`config.mk`:
```
export PLATFORM = sky130hd
export DESIGN_NAME = event_counter_bank_flat
export DESIGN_NICKNAME = d
export VERILOG_FILES = /design/src/rtl/event_counter_bank_if.sv /design/src/rtl/event_counter_bank.sv /design/src/flat_wrapper.sv
export SDC_FILE = /design/constraint.sdc
export NUM_CORES = 1
export LEC_CHECK = 0
export CORE_MARGIN = 2
export CORE_UTILIZATION = 56
export DETAILED_ROUTE_END_ITERATION = 16
export PLACE_DENSITY = 0.86
export SLEW_MARGIN = 20
export SYNTH_ARGS = -nofsm -noshare
export SYNTH_HDL_FRONTEND = slang
export SYNTH_SLANG_ARGS = --single-unit
```
`constraint.sdc`:
```
create_clock -name i_clk -period 5.1 [get_ports i_clk]
set_input_delay 1.02 -clock i_clk [delete_from_list [all_inputs] [get_ports i_clk]]
set_output_delay 1.02 -clock i_clk [all_outputs]
set_load 0.005 [all_outputs]
```
`src/rtl/event_counter_bank_if.sv`:
```
// Control and read-port bundle for event_counter_bank.
// The master drives strobes and read requests; the slave (the counter bank) returns data and flags.
interface event_counter_bank_if #(
  parameter int unsigned WIDTH     = 64,
  parameter int unsigned CHANNELS  = 4,
  parameter int unsigned SEL_WIDTH = 2
) ();
  logic                 en;
  logic [CHANNELS-1:0]  inc;
  logic [CHANNELS-1:0]  clear;
  logic                 freeze;
  logic                 rd_req;
  logic [SEL_WIDTH-1:0] rd_sel;
  logic [WIDTH-1:0]     rd_data;
  logic                 rd_valid;
  logic                 rd_err;
  logic [CHANNELS-1:0]  ovf;

  modport master (
    output en, inc, clear, freeze, rd_req, rd_sel,
    input  rd_data, rd_valid, rd_err, ovf
  );

  modport slave (
    input  en, inc, clear, freeze, rd_req, rd_sel,
    output rd_data, rd_valid, rd_err, ovf
  );
endinterface

```
`src/rtl/event_counter_bank.sv`:
```
// Multi-channel event counter bank with sticky overflow, global freeze snapshot
// and a fixed one-cycle-latency snapshot read port.
module event_counter_bank #(
  parameter int unsigned WIDTH     = 64,
  parameter int unsigned CHANNELS  = 4,
  parameter int unsigned SEL_WIDTH = 2,
  parameter bit          SATURATE  = 1'b0
) (
  input logic           i_clk,
  input logic           i_rst,
  event_counter_bank_if.slave bus
);

  localparam logic [WIDTH-1:0] MaxCount = {WIDTH{1'b1}};

  logic [WIDTH-1:0]    r_count [CHANNELS];
  logic [WIDTH-1:0]    r_snap  [CHANNELS];
  logic [CHANNELS-1:0] r_ovf;
  logic [WIDTH-1:0]    r_rd_data;
  logic                r_rd_valid;
  logic                r_rd_err;

  logic [WIDTH-1:0]    w_sel_snap;
  logic                w_sel_ok;

  // Decode by matching each channel index, so out-of-range selects fall through to zero.
  always_comb begin
    w_sel_snap = '0;
    w_sel_ok   = 1'b0;
    for (int unsigned i = 0; i < CHANNELS; i++) begin
      if (bus.rd_sel == SEL_WIDTH'(i)) begin
        w_sel_snap = r_snap[i];
        w_sel_ok   = 1'b1;
      end
    end
  end

  always_ff @(posedge i_clk) begin
    if (i_rst) begin
      for (int unsigned i = 0; i < CHANNELS; i++) begin
        r_count[i] <= '0;
        r_snap[i]  <= '0;
      end
      r_ovf      <= '0;
      r_rd_data  <= '0;
      r_rd_valid <= 1'b0;
      r_rd_err   <= 1'b0;
    end else begin
      for (int unsigned i = 0; i < CHANNELS; i++) begin
        if (bus.clear[i]) begin
          r_count[i] <= '0;
          r_ovf[i]   <= 1'b0;
        end else if (bus.en && bus.inc[i]) begin
          if (r_count[i] == MaxCount) begin
            r_ovf[i] <= 1'b1;
            if (!SATURATE) r_count[i] <= '0;
          end else begin
            r_count[i] <= r_count[i] + WIDTH'(1);
          end
        end
        // Non-blocking capture takes the pre-edge count, ahead of any clear or increment.
        if (bus.freeze) r_snap[i] <= r_count[i];
      end

      // Read uses the pre-edge snapshot, so a same-cycle freeze is not visible.
      r_rd_valid <= bus.rd_req;
      r_rd_err   <= bus.rd_req && !w_sel_ok;
      if (bus.rd_req) r_rd_data <= w_sel_snap;
    end
  end

  assign bus.rd_data  = r_rd_data;
  assign bus.rd_valid = r_rd_valid;
  assign bus.rd_err   = r_rd_err;
  assign bus.ovf      = r_ovf;

endmodule

```
`src/flat_wrapper.sv`:
```
// flat-port wrapper written by rule: the top's interface ports become plain ports
module event_counter_bank_flat 
#(
  parameter int unsigned WIDTH     = 64,
  parameter int unsigned CHANNELS  = 4,
  parameter int unsigned SEL_WIDTH = 2,
  parameter bit          SATURATE  = 1'b0
)
  (i_clk, i_rst, bus_en, bus_inc, bus_clear, bus_freeze, bus_rd_req, bus_rd_sel, bus_rd_data, bus_rd_valid, bus_rd_err, bus_ovf);
  event_counter_bank_if #(.WIDTH(WIDTH), .CHANNELS(CHANNELS), .SEL_WIDTH(SEL_WIDTH)) bus_i ();
  input logic i_clk;
  input logic i_rst;
  input wire logic [$bits(bus_i.en)-1:0] bus_en;
  input wire logic [$bits(bus_i.inc)-1:0] bus_inc;
  input wire logic [$bits(bus_i.clear)-1:0] bus_clear;
  input wire logic [$bits(bus_i.freeze)-1:0] bus_freeze;
  input wire logic [$bits(bus_i.rd_req)-1:0] bus_rd_req;
  input wire logic [$bits(bus_i.rd_sel)-1:0] bus_rd_sel;
  output wire logic [$bits(bus_i.rd_data)-1:0] bus_rd_data;
  output wire logic [$bits(bus_i.rd_valid)-1:0] bus_rd_valid;
  output wire logic [$bits(bus_i.rd_err)-1:0] bus_rd_err;
  output wire logic [$bits(bus_i.ovf)-1:0] bus_ovf;
  assign bus_i.en = bus_en;
  assign bus_i.inc = bus_inc;
  assign bus_i.clear = bus_clear;
  assign bus_i.freeze = bus_freeze;
  assign bus_i.rd_req = bus_rd_req;
  assign bus_i.rd_sel = bus_rd_sel;
  assign bus_rd_data = bus_i.rd_data;
  assign bus_rd_valid = bus_i.rd_valid;
  assign bus_rd_err = bus_i.rd_err;
  assign bus_ovf = bus_i.ovf;
  event_counter_bank #(.WIDTH(WIDTH), .CHANNELS(CHANNELS), .SEL_WIDTH(SEL_WIDTH), .SATURATE(SATURATE)) u_core (.i_clk(i_clk), .i_rst(i_rst), .bus(bus_i));
endmodule
```
==> results by group <==
Run status
  • Outcome: finished, final reports clean

Yosys
  • Synth area leader: edfxtp_1
  • Mapped Area: 0.0277 mm²
  • Syn avg cell area: 12.1 µm²
  • EDFF count, synth: 512
  • Syn_nets: 2298
  • Top cell type's share of synthesized area: 0.555
  • Sequential area share after synthesis: 0.606
  • Ys flop type: edfxtp_1
  • Synth warn: 0
  • Top cells by area, synth: edfxtp_1, and2_1, mux4_2
  • Yosys cell types: 50
  • Asr flop ratio synth: 0
  • Cells after Synth: 2279
  • Seq cells post-synth: 582

Worst hold path
  • Worst Hold Class: reg -> reg

Drt
  • Drt wl/cell: 21.2 µm
  • Vias: ~19000
  • Final ANT Viol Nets: 0
  • Drt first pass iters: 6
  • Drt first-iter violations: around 3300
  • # DRC: 0
  • Total wire length: 64.8 mm
  • Drt via density: 6.29

Clock tree
  • CTS Buffer Depth: 3
  • CTS tree: yes
  • Clk_lat worst skew: roughly 600 ps
  • CTS Root Cell: clkbuf_16
  • TritonCTS Sinks: roughly 580
  • Number of setup buffers added after CTS: 0
  • Post-cts hold buffer count: 0
  • Cts repair resizes: 0
  • CTS clk-pin slew, worst paths: 60 ps
  • Num CTS Buffers: between 50 and 60
  • CTS H-Tree Depth: 2

Place
  • Pre-CTS setup slack: between 1500 and 2000 ps
  • Post-DP HPWL: 42.9 mm
  • I/O Buffers: 84
  • Gpl congestion: 0.940

Floorplan
  • Total Die Area: 0.0512 mm²
  • # rows: 81
  • Initial Util: 0.567
  • DIE WIDTH: 226 µm
  • # IOs: 85
  • Core Area: 0.0488 mm²
  • Die H: 226 µm

STA
  • Final critical-path required period: 3430 ps
  • Max Transition Viols Final: 0
  • Period utilisation layout: 0.672
  • Relative slew margins: 0.284
  • F_max: 292 MHz
  • Slew @ Worst Pin: between 1000 and 1500 ps
  • Setup TNS: 0 ps
  • Skew final: 13.0 ps
  • Hold Fails Final Rpt: 0
  • RSZ-0062 raised after global routing: false
  • Final setup violation count: 0
  • Final worst slack: 1670 ps

Layout
  • Synth-to-layout area growth: 12.4%
  • Most common cell after layout, fill and taps aside: edfxtp_1
  • Commonest non-fill, non-tap cells in the layout: edfxtp_1, and2_1, nor2_1
  • Diode count: 0
  • Nets@finish: 2358
  • Layout cells sized above 1: 0.0868

GRT
  • Largest net degree at the start of global routing: between 150 and 200
  • Initial antenna violation count: 3
  • First-pass GRT wire length: roughly 100 mm
  • Vias in the first global route: 17900
  • Grt total ovfl: 0
  • Total Routing Usage GR: 0.254

Flow run
  • Max-cap viol count: 0

Worst setup path
  • CP arrival: between 3000 and 4000 ps
  • CP Max Fanout: 24
  • Critical setup path kind: reg -> reg
  • Startpoint type of the worst setup path: flip-flop
  • Critical Path RT: between 5000 and 6000 ps
  • CP Capture Type: flip-flop

Pwr
  • P_leak: 0.0106 µW
  • P per Cell Area: around 340 mW/mm²
  • VDD IR max: 0.000290 V
## critical path, stage by stage, from the launching register on
cell and delay (ps):
edfxtp_1 460, nand4_1 300, nor4_1 850, nand3_1 800
or4_1 720, a21oi_1 150
## area by class of cell
class                   instances  area, µm²
well taps                     664        831
fillers                      3390      17700
clock buffers                  69       1500
repair buffers                114       1090
flip-flops and latches        582      16800
inverters                      26       97.6
multi-input cells            1560      10400
clock inverters                34        382
## stage by stage
stage	instance area (µm²)	instances	power, µW	utilization	hold WS, ps
floorplan	27700	2279	6020	-	451
global placement	29200	2946	6260	0.598	442
detailed placement	29200	2946	6290	0.598	464
CTS	31100	3049	10500	0.637	478
global route	31100	3049	10800	0.637	488
finish	31100	3049	10500	0.637	471
## kinds of logic after synthesis
group	share of synthesized area
compound gates	0.0456
simple gates	0.208
xor+xnor	0.0433
fa+ha+maj	0.00181
flops	0.606
mux	0.0752
buf+inv	0.0197
other cells	0.000135
## synth_stat cells (27+ instances only)
master,instances
edfxtp_1,512
and2_1,270
nor2_1,245
a21oi_1,109
nand2_1,108
nand4_1,101
nand3_1,97
xor2_1,94
or3_1,85
clkbuf_1,83
o21ai_0,83
dfxtp_1,70
mux2i_1,64
mux4_2,64
xnor2_1,43
or4_1,30
nor4_1,27
o31ai_1,27
## flip-flops by register name, indices dropped and copies added, names as in the netlist
name	count
u_core.bus.rd_data	64
u_core.bus.ovf	4
u_core.bus.rd_err	1
u_core.r_count	256
u_core.bus.rd_valid	1
u_core.r_snap	256
## path summary, 6_finish.rpt
check,startpoint,end,slack [ps],cells past startpoint
hold / removal,u_core.bus.ovf[3],u_core.bus.ovf[3],470,1
setup / recovery,u_core.r_count[2][15],u_core.r_count[2][57],1670,5
setup reg to reg,u_core.r_count[2][15],u_core.r_count[2][57],1670,5
hold reg to reg,u_core.bus.ovf[3],u_core.bus.ovf[3],470,1
## routing by layer
layer	track usage	up-vias	part of all wire
li1	-	8569	-
met1	0.373	9319	0.39
met2	0.392	1154	0.46
met3	0.0437	146	0.12
met4	0.0717	2	0.026
met5	0	-	0.00020
## power by group
part | internal (µW) | switching [µW]
clock network | 2500 | 1790
registers | 5440 | 236
logic | 243 | 303
total | 8170 | 2330
No activity file was read; power rests on OpenSTA's default activity.
